--- src/rtl/seven_segment_scan_decoder.sv ---
`default_nettype none
// ============================================================================
//  Module      : seven_segment_scan_decoder
//  Description : Recovers a 4-digit BCD value and decimal points from a
//                multiplexed, active-low seven-segment scan bus. Each digit
//                select must be stable for STABLE_CYCLES samples before it
//                is accepted; a frame is published once all four digits
//                have been captured. Optional hex-letter decoding is enabled
//                by defining the macro SEG_DECODE_HEX_EN.
//  Revision    : 1.0  initial release
// ============================================================================
module seven_segment_scan_decoder #(
   parameter int STABLE_CYCLES = 4,
   parameter int SCAN_TIMEOUT  = 65535
) (
   input  logic        clk,
   input  logic        rst_n,
   input  logic [7:0]  seven_segment_data,
   input  logic [3:0]  seven_segment_enable,
   output logic [15:0] bcd_digits,
   output logic [3:0]  dp,
   output logic        frame_valid,
   output logic        decode_err
);

   localparam int                 c_TO_W    = $clog2(SCAN_TIMEOUT + 1);
   localparam logic [7:0]         c_STABLE  = 8'(STABLE_CYCLES);
   localparam logic [c_TO_W-1:0]  c_TO_LAST = c_TO_W'(SCAN_TIMEOUT - 1);
   localparam logic [c_TO_W-1:0]  c_TO_SAT  = c_TO_W'(SCAN_TIMEOUT);
   localparam logic [c_TO_W-1:0]  c_TO_ONE  = c_TO_W'(1);

   typedef enum logic [0:0] {
      SYNC    = 1'b0,
      COLLECT = 1'b1
   } state_t;

   // Segment pattern (active-high gfedcba) to digit; bit4 flags an unknown pattern.
   function automatic logic [4:0] seg_decode(input logic [6:0] seg);
      logic [4:0] v_res;
      case (seg)
         7'h3F:        v_res = {1'b0, 4'h0};
         7'h06:        v_res = {1'b0, 4'h1};
         7'h5B:        v_res = {1'b0, 4'h2};
         7'h4F:        v_res = {1'b0, 4'h3};
         7'h66:        v_res = {1'b0, 4'h4};
         7'h6D:        v_res = {1'b0, 4'h5};
         7'h7D:        v_res = {1'b0, 4'h6};
         7'h07, 7'h27: v_res = {1'b0, 4'h7};
         7'h7F:        v_res = {1'b0, 4'h8};
         7'h6F, 7'h67: v_res = {1'b0, 4'h9};
`ifdef SEG_DECODE_HEX_EN
         7'h77:        v_res = {1'b0, 4'hA};
         7'h7C:        v_res = {1'b0, 4'hB};
         7'h39:        v_res = {1'b0, 4'hC};
         7'h5E:        v_res = {1'b0, 4'hD};
         7'h79:        v_res = {1'b0, 4'hE};
         7'h71:        v_res = {1'b0, 4'hF};
`endif
         default:      v_res = {1'b1, 4'hF};
      endcase
      return v_res;
   endfunction

   // Input sample stage
   logic [7:0]        r_seg_s;
   logic [3:0]        r_en_s;
   // Run tracking
   logic [7:0]        r_seg_last;
   logic [3:0]        r_en_last;
   logic [7:0]        r_stab_cnt;
   // Frame assembly
   state_t            r_state;
   logic [3:0]        r_mask;
   logic [15:0]       r_shadow_val;
   logic [3:0]        r_shadow_dp;
   logic [c_TO_W-1:0] r_to_cnt;
   logic              r_load_pend;

   logic              w_sel;
   logic              w_blank;
   logic              w_illegal;
   logic              w_same;
   logic [1:0]        w_digit_idx;
   logic [7:0]        w_cnt_next;
   logic              w_accept;
   logic [3:0]        w_dec_val;
   logic              w_dec_unknown;
   logic              w_dp_lit;
   logic [3:0]        w_mask_next;

   // Register both bus inputs once; everything downstream works on this sample.
   always_ff @(posedge clk or negedge rst_n) begin
      if (!rst_n) begin
         r_seg_s <= 8'hFF;
         r_en_s  <= 4'hF;
      end else begin
         r_seg_s <= seven_segment_data;
         r_en_s  <= seven_segment_enable;
      end
   end

   // Classify the sampled enable, track run stability and decode the segments.
   always_comb begin
      w_sel       = 1'b0;
      w_digit_idx = 2'd0;
      case (r_en_s)
         4'b1110: begin w_sel = 1'b1; w_digit_idx = 2'd0; end
         4'b1101: begin w_sel = 1'b1; w_digit_idx = 2'd1; end
         4'b1011: begin w_sel = 1'b1; w_digit_idx = 2'd2; end
         4'b0111: begin w_sel = 1'b1; w_digit_idx = 2'd3; end
         default: ;
      endcase
      w_blank   = (r_en_s == 4'b1111);
      w_illegal = !w_sel && !w_blank;
      w_same    = (r_en_s == r_en_last) && (r_seg_s == r_seg_last);

      // A run restarts whenever the sample changes; the count holds at its limit.
      if (!w_sel) begin
         w_cnt_next = 8'd0;
      end else if (w_same && (r_stab_cnt != 8'd0)) begin
         w_cnt_next = (r_stab_cnt == c_STABLE) ? r_stab_cnt : r_stab_cnt + 8'd1;
      end else begin
         w_cnt_next = 8'd1;
      end

      // Accept exactly once per run: the first time the count hits the limit.
      w_accept = w_sel && (w_cnt_next == c_STABLE) &&
                 !(w_same && (r_stab_cnt == c_STABLE));

      {w_dec_unknown, w_dec_val} = seg_decode(~r_seg_s[6:0]);
      w_dp_lit    = ~r_seg_s[7];
      w_mask_next = r_mask | (4'b0001 << w_digit_idx);
   end

   // Remember the previous sample and the current run length.
   always_ff @(posedge clk or negedge rst_n) begin
      if (!rst_n) begin
         r_seg_last <= 8'hFF;
         r_en_last  <= 4'hF;
         r_stab_cnt <= 8'd0;
      end else begin
         r_seg_last <= r_seg_s;
         r_en_last  <= r_en_s;
         r_stab_cnt <= w_cnt_next;
      end
   end

   // Frame FSM: gather digits into the shadow, publish a complete frame one cycle later.
   always_ff @(posedge clk or negedge rst_n) begin
      if (!rst_n) begin
         r_state      <= SYNC;
         r_mask       <= 4'b0000;
         r_shadow_val <= 16'h0000;
         r_shadow_dp  <= 4'b0000;
         r_to_cnt     <= '0;
         r_load_pend  <= 1'b0;
         bcd_digits   <= 16'h0000;
         dp           <= 4'h0;
         frame_valid  <= 1'b0;
         decode_err   <= 1'b0;
      end else begin
         frame_valid <= r_load_pend;
         r_load_pend <= 1'b0;
         if (r_load_pend) begin
            bcd_digits <= r_shadow_val;
            dp         <= r_shadow_dp;
         end

         // Errors are reported independently of the frame state.
         decode_err <= w_illegal || (w_accept && w_dec_unknown);

         case (r_state)
            SYNC: begin
               r_to_cnt <= '0;
               if (w_accept && (w_digit_idx == 2'd0)) begin
                  r_shadow_val[3:0] <= w_dec_val;
                  r_shadow_dp[0]    <= w_dp_lit;
                  r_mask            <= 4'b0001;
                  r_state           <= COLLECT;
               end
            end
            COLLECT: begin
               if (w_accept) begin
                  r_to_cnt                                 <= '0;
                  r_shadow_val[{w_digit_idx, 2'b00} +: 4]  <= w_dec_val;
                  r_shadow_dp[w_digit_idx]                 <= w_dp_lit;
                  if (w_mask_next == 4'b1111) begin
                     r_load_pend <= 1'b1;
                     r_mask      <= 4'b0000;
                     r_state     <= SYNC;
                  end else begin
                     r_mask <= w_mask_next;
                  end
               end else if (r_to_cnt == c_TO_LAST) begin
                  // Scan stalled: drop the partial frame silently.
                  r_mask   <= 4'b0000;
                  r_to_cnt <= '0;
                  r_state  <= SYNC;
               end else if (r_to_cnt != c_TO_SAT) begin
                  r_to_cnt <= r_to_cnt + c_TO_ONE;
               end
            end
            default: begin
               r_state <= SYNC;
            end
         endcase
      end
   end

endmodule
`default_nettype wire

--- config.mk ---
export PLATFORM = sky130hd
export DESIGN_NAME = seven_segment_scan_decoder
export DESIGN_NICKNAME = d
export VERILOG_FILES = /design/src/rtl/seven_segment_scan_decoder.sv
export SDC_FILE = /design/constraint.sdc
export NUM_CORES = 1
export LEC_CHECK = 0
export CAP_MARGIN = 20
export CORE_MARGIN = 2
export CORE_UTILIZATION = 50
export DETAILED_ROUTE_END_ITERATION = 10
export PLACE_DENSITY = 0.71
export SLEW_MARGIN = 20
export SYNTH_ARGS = -nofsm -noshare
export SYNTH_HDL_FRONTEND = slang
export SYNTH_SLANG_ARGS = --single-unit
export TNS_END_PERCENT = 30
--- constraint.sdc ---
create_clock -name clk -period 4.7 [get_ports clk]
set_input_delay 0.94 -clock clk [delete_from_list [all_inputs] [get_ports clk]]
set_output_delay 0.94 -clock clk [all_outputs]
set_load 0.02 [all_outputs]
Word level (Yosys, flattened, before mapping)
Cells that the tools add are included.
Word-level totals
  register bits after elaboration: 96
  input port bits: 14
  output and inout bits: 22
  logic and storage cells: 111
Operators by class
  $add $sub $neg: 3
  order comparisons: 2
  equality and inequality tests: 28
  shifts and indexed selects: 3
  multiplexer cells: 33
  bitwise gates (word level): 4
  reductions and logical operators: 21
Operator list (number)
  equality test 7 bit, second input constant: 8
  case mux 5 bit (10 select lines): 1
  two-way mux 16 bit: 3
  case mux 16 bit (2 select lines): 1
  two-way mux 4 bit: 6
  two-way mux 8 bit: 3
  equality test 4 bit, second input constant: 5
  adder 16 x 1 -> 16 bit, second input constant: 1
  bitwise mux 16 bit: 1
  equality test 16 bit, second input constant: 1
  equality test 8 x 3 -> 1 bit, second input constant: 2
  != test 16 bit, second input constant: 1
  case mux 4 bit (2 select lines): 2
  variable shift 4 x 6 -> 16 bit, first input constant: 1
  indexed part select 4 x 6 -> 16 bit: 1
  equality test 7 x 3 -> 1 bit, second input constant: 2
  equality test 7 x 6 -> 1 bit, second input constant: 2
  two-way mux 1 bit: 11
  logical AND 1 bit: 9
  adder 8 x 1 -> 8 bit, second input constant: 1
  equality test 8 bit: 1
  nonzero test 8 bit: 1
  NOT 7 bit: 1
  negation 4 -> 6 bit: 1
  other kinds (21): 28

Longest topological paths before layout
Gate-level depths: netlist (run 1).
  depth after elaboration: 11
  depth in mapped cells: 11
  mapped depth without buffers: 10

Worst setup path before layout (run 1)
OpenSTA, ideal clock, no wires.
  path type: register to register
  from: register r_en_s[3]
  to: register r_shadow_val[10]
  arrival time: 2.239 ns
  data required time: 4.575 ns
  slack: 2.336 ns
  cell stages (with the launch flop): 9
  period minus slack after synthesis: 2.364 ns
  cells stage by stage: dfstp_2 -> buf_4 -> xor2_1 -> nand3_2 -> a2111oi_4 -> and4_1 -> buf_6 -> nand2_4 -> mux2_4
On the way
  word-level cells in the longest chain between the ends: 9
  elaborated cells on any way between the ends: 22
RTL lines
  start, declared: line 66  | logic [3:0] r_en_s;
  start signal, assigned: line 98  | r_en_s <= seven_segment_enable;
  parallel branches: the longest is 9 deep, another holds negation 4 -> 6 bit
  end signal, assigned by index: line 185  | r_shadow_val[{w_digit_idx, 2'b00} +: 4] <= w_dec_val;
  end, declared: line 74  | logic [15:0] r_shadow_val;
Several ways; the timed one is not identified.
A chain may end at the register's enable or synchronous reset.

Worst setup path in the final report (run 1)
  from: register r_stab_cnt[0]
  to: register r_shadow_val[13]
On the way
  word-level cells in the longest chain between the ends: 8
  elaborated cells on any way between the ends: 13
RTL lines
  start, declared: line 70  | logic [7:0] r_stab_cnt;
  start signal, assigned: line 144  | r_stab_cnt <= w_cnt_next;
  adder 8 x 1 -> 8 bit, or another cell as far along: line 121  | w_cnt_next = (r_stab_cnt == c_STABLE) ? r_stab_cnt : r_stab_cnt + 8'd1;
  two-way mux 8 bit / logical AND 1 bit (equally long branches): line 121, 120
  two-way mux 8 bit: line 120  | end else if (w_same && (r_stab_cnt != 8'd0)) begin
  two-way mux 8 bit: line 118  | if (!w_sel) begin
  equality test 8 x 3 -> 1 bit: line 127  | w_accept = w_sel && (w_cnt_next == c_STABLE) &&
  logical AND 1 bit: line 127
  logical AND 1 bit (*): line 127
  AND reduction 2 bit (no source line) (*)
Every way passes the cells marked *; elsewhere a longest branch is shown, timed or not.

==> metrics.txt, run 1 <==
clk buf depth 2; setup repair bufs after CTS 0; Die Y 100.2 um; DRT antenna net count 0; P per Cell Area 278.5 nW/um^2; WL final 7.887 mm; placed cell areas 5034 um^2; Fin. Hold Viols 0; CP startpoint kind register; slew margin rel. 0.3912; TritonCTS clock tree built; register area 2432 um^2; Post-synth EDFFs 0; skew final 11.80 ps; crit path time final 2878 ps; largest net degree at the start of global routing 72; worst skew pair latency 370 ps; Sw Share 0.2552; Worst Path Arrival 3140 ps; Top FF cell, synth dfrtp_1; fin nets 462; Synth Instances 405; clk sink count 96; clock share of power 0.349; Tightest Hold Check Type register to register; total negative slack 0 ps; most frequent cells in the layout dfrtp_1 (72), nor2_1 (49), clkdlybuf4s50_1 (34); first-pass GRT wire length 13.54 mm; Placeable Area 9109 um^2; global-route usage over all layers 0.1700; Register-to-Register Setup Slack 1820 ps; Critical Path RT 4960 ps; Design Area, Final 5220 um^2; Leak 0.002315 uW; Via Count 3,028; share of total power in combinational logic 0.056; initial antenna violation count 0; Post-CTS Hold Buffers 0; placed wire-length estimate 5.494 mm; P_sw 371.0 uW; final worst path period share 0.6124; status finished clean; critical path fanouts, max 10; Seq cells post-synth 96; Buffers on Ports 35; number of global-route vias before repair 2,864; chip width 100.2 um; Wirelength per Cell 14.29 um; yosys warns 0; f_max 347.4 MHz; DR vias/cell 5.486; Mapped Area 4628 um^2; H-tree levels 3; post-CTS sizing 0; hold_ws 426.8 ps; # rows 35; clk root buf clkbuf_8; Setup crit end r_shadow_val[13]; final setup margin 1822 ps; post-synthesis sequential area ratio 0.5255; pre-CTS setup slack 1852 ps; CP Class register to register; ANT cells 0; total grt overflow 0; CP endpoint kind register; RR Endpoint r_shadow_val[13]; depth of the most critical reg-to-reg path 7; Max-Cap Viols 0; Setup-failing EPs final 0; Filler cells 789; commonest non-fill, non-tap cell in the layout dfrtp_1; final slew viol count 0; asr flop ratio synth 1.000; Worst IR Drop VDD 0.0001872 V; RSZ-0062 raised after global routing no; Reg clk slew, reported paths 100 ps; unique cell type count in the Yosys netlist 56; area growth from synthesis to layout 12.79%; share of cells above drive strength 1 0.1973; Avg Cell Area, Syn 11.43 um^2; Worst Hold Depth 0; drt drc 0; Slew @ Worst Pin 904.9 ps; Flop pwr share 0.595; GP Congestion 0.8663; die area 10,040 um^2; Critical R2R Launch r_stab_cnt[0]; initial DRC count 119; iteration count of the initial detailed-routing pass 6; Post-Syn Nets 431; Worst setup startpoint r_stab_cnt[0]; Starting Density 0.5081; I/O pin total 36; CTS Buf Count 9; area of the multi-input gates 2043 um^2; total power 1454 uW; Pint 1083 uW
-- synthesized netlist by cell type (all sizes together) (2+ instances only) --
cell type | n | area share
inv | 17 | 0.014
a32oi | 2 | 0.0038
a41o | 2 | 0.0043
nor2b | 4 | 0.0054
nand2 | 26 | 0.026
dfrtp | 72 | 0.39
mux2 | 37 | 0.10
nand2b | 4 | 0.0054
nand3b | 2 | 0.0032
xor2 | 13 | 0.025
nor3 | 7 | 0.0076
a22oi | 2 | 0.0032
ha | 12 | 0.032
a2bb2oi | 2 | 0.0038
and3 | 2 | 0.0027
a211oi | 3 | 0.0049
o22ai | 2 | 0.0027
clkbuf | 4 | 0.0032
o21ai | 7 | 0.0076
dfstp | 24 | 0.14
nand3 | 15 | 0.017
nor4 | 5 | 0.0068
o21a | 2 | 0.0032
or3 | 2 | 0.0027
a21oi | 7 | 0.0076
buf | 12 | 0.016
nor2 | 49 | 0.040
nor3b | 3 | 0.0049
mux2i | 5 | 0.011
nand4 | 18 | 0.024
a31oi | 3 | 0.0041
xnor2 | 19 | 0.036
and4 | 3 | 0.0057
a2111oi | 2 | 0.0078
-- per-layer routing --
metal  up-vias  wire (um)  global-route usage
met5         -          0                   0
met4         0         93             0.05796
met3        10        218             0.03482
met2        47       3682              0.2659
met1      1478       3893              0.2377
li1       1493          -                   -
-- stage by stage --
stage / cells / utilization
2_1_floorplan: 405 / -
3_3_place_gp: 536 / 0.5526
3_5_place_dp: 536 / 0.5526
4_1_cts: 552 / 0.5731
5_1_grt: 552 / 0.5731
6_report: 552 / 0.5731
-- worst max-delay path, cell delays in order (launching register included) --
cell and delay, ps:
dfrtp_1 520, ha_1 340, and3_1 240, a41oi_1 140, nor4b_2 480, and4_1 590
nand2_4 140, mux2_4 320
-- power by group through the flow --
stage,logic (uW),clock network (uW),registers (uW)
after CTS,83.1,526,865
after global routing,92.8,565,868
after global placement,81.1,0,879
after floorplan,55.6,0,869
after detailed placement,82.9,0,881
final,81.4,507,865
-- how the worst min path moves through the flow --
| stage | start | to | slack, ps |
|---|---|---|---|
| global route | r_en_s[2] | r_en_last[2] | 430 |
| floorplan | r_en_s[1] | r_en_last[1] | 350 |
| finish | r_en_s[2] | r_en_last[2] | 430 |
| detailed placement | r_en_s[2] | r_en_last[2] | 410 |
| global placement | r_en_s[2] | r_en_last[2] | 400 |
| CTS | r_en_s[2] | r_en_last[2] | 430 |
-- state kept, by name, summed over array words and instances (netlist names), 4 cells and up --
name,cells
r_stab_cnt,8
r_en_last,4
r_shadow_val,16
r_mask,4
dp,4
r_en_s,4
r_seg_s,8
r_shadow_dp,4
r_seg_last,8
bcd_digits,16
r_to_cnt,16
-- logic make-up (layout without fill, tap and decap cells) --
logic type	count (synthesis)	count (layout)	share of synthesized area
adders and majority gates	13	13	0.03460
DFF	96	96	0.5255
muxes	42	42	0.1106
and+or+nand+nor	144	144	0.1598
xor gates and xnor gates	32	32	0.06056
buffers and inverters	33	69	0.03298
AOI/OAI and AO/OA	45	45	0.07597
-- cell type report --
class	instances	area share
Clock inverter	7	0.01198
Sequential cell	96	0.4660
Tap cell	111	0.02661
Clock buffer	9	0.02373
Timing Repair Buffer	36	0.06807
Multi-Input combinational cell	276	0.3914
Inverter	17	0.01222
Note: power is estimated with default switching activity, not from simulation.
==> run 2: changes to the inputs <==
clock period = 2.8 ns   (was 4.7 ns; I/O delays follow)
==> metrics.txt, run 2 (synthesized netlist as in run 1, its figures left out) <==
final setup margin 155.9 ps; Worst Path Arrival 2890 ps; number of global-route vias before repair 3,099; final slew viol count 0; register area 2432 um^2; first-pass GRT wire length 14.59 mm; setup repair bufs after CTS 0; worst skew pair latency 360 ps; clk root buf clkbuf_8; critical path fanouts, max 10; chip width 100.2 um; post-CTS sizing 0; initial antenna violation count 0; Top Family by Delay on Critical Path simple AND/OR/NAND/NOR gates; most frequent cells in the layout dfrtp_1 (72), nor2_1 (49), clkdlybuf4s50_1 (34); crit path time final 2644 ps; Placeable Area 9109 um^2; hold_ws 169.5 ps; CP Class register to register; final worst path period share 0.9443; Critical Path RT 3040 ps; biggest registers after layout bcd_digits (16), r_shadow_val (16), r_to_cnt (16); total power 2513 uW; DRT antenna net count 0; Buffers on Ports 35; f_max 378.2 MHz; commonest non-fill, non-tap cell in the layout dfrtp_1; total negative slack 0 ps; initial DRC count 101; iteration count of the initial detailed-routing pass 4; Filler cells 780; area of the multi-input gates 2044 um^2; Fin. Hold Viols 0; Die Y 100.2 um; P per Cell Area 472.9 nW/um^2; H-tree levels 3; Tightest Hold Check Type primary input to asynchronous set/reset pin; share of cells above drive strength 1 0.2116; Design Area, Final 5314 um^2; Via Count 3,088; GP Congestion 0.8468; clk sink count 96; drt drc 0; clk buf depth 2; placed cell areas 5106 um^2; skew final 12.65 ps; pre-CTS setup slack 133.6 ps; global-route usage over all layers 0.1812; Post-CTS Hold Buffers 0; I/O pin total 36; Reg clk slew, reported paths 90 ps; Worst IR Drop VDD 0.0002467 V; WL final 8.226 mm; Max-Cap Viols 0; Buf/Inv on CP 0; placed wire-length estimate 5.779 mm; Starting Density 0.5081; CTS Buf Count 9; total grt overflow 0; DR vias/cell 5.514; CP startpoint kind register; largest net degree at the start of global routing 56; area growth from synthesis to layout 14.81%; Slowest-stage cell, CP dfrtp_1; fin nets 470; Wirelength per Cell 14.69 um; die area 10,040 um^2; Slew @ Worst Pin 827.6 ps; slew margin rel. 0.4483; Leak 0.002368 uW; crit-path max cell delay 510 ps; crit-path cells ha_1 -> and3_1 -> a41oi_1 -> nor4b_2 -> and4_1 -> nand2_4 -> mux2_4; ANT cells 0; Setup-failing EPs final 0; TritonCTS clock tree built; CP endpoint kind register; RSZ-0062 raised after global routing no; status finished clean; # rows 35
[run 2: cell count changes in the layout (fill, tap and decap cells not counted)]
cell       previous run  this run
a2111oi_0             1         0
a2111oi_1             0         1
buf_12                0         1
buf_4                 2         9
bufinv_16             0         1
clkbuf_8              9        10
clkinv_2              0         1
inv_6                 2         0
inv_8                 1         0
[run 2: routing by layer]
| layer | share of wire | wire [um] | GRT usage | up-vias |
|---|---|---|---|---|
| met5 | 0 | 0 | 0 | - |
| met4 | 0.018 | 144 | 0.07376 | 0 |
| met3 | 0.033 | 271 | 0.03203 | 12 |
| met2 | 0.49 | 4010 | 0.2969 | 63 |
| met1 | 0.46 | 3801 | 0.2393 | 1513 |
| li1 | - | - | - | 1500 |
[run 2: metrics by stage]
step / util / std cells
5_1_grt: 0.5834 / 560
3_3_place_gp: 0.5606 / 544
4_1_cts: 0.5832 / 560
2_1_floorplan: - / 405
3_5_place_dp: 0.5606 / 544
6_report: 0.5834 / 560
[run 2: where the power goes]
part | internal (uW) | switching, uW
logic | 60.4 | 81.5
clock network | 440 | 479
registers | 1420 | 31.0
total | 1920 | 592
[run 2: area by class of cell]
type,instances,share of cell area
Multi-Input combinational cell,276,0.3847
Inverter,17,0.01201
Sequential cell,96,0.4577
Clock inverter,6,0.01295
Clock buffer,10,0.02590
Tap cell,111,0.02614
Timing Repair Buffer,44,0.08053
[run 2: worst register-to-register path, cell delays in order, from the launching register on]
cell and delay (ps):
dfrtp_1 510, ha_1 350, and3_1 250, a41oi_1 150, nor4b_2 340, and4_1 490, nand2_4 130, mux2_4 310
[run 2: final timing paths]
kind                               start                to  slack (ps)  cells after the start
setup / recovery           r_stab_cnt[0]  r_shadow_val[10]         160                      7
hold / removal                     rst_n     r_stab_cnt[5]         170                      1
hold reg to reg                r_en_s[2]      r_en_last[2]         420                      0
max in group asynchronous          rst_n      r_to_cnt[12]        1980                      2
setup reg to reg           r_stab_cnt[0]  r_shadow_val[10]         160                      7
min in group clk               r_en_s[2]      r_en_last[2]         420                      0
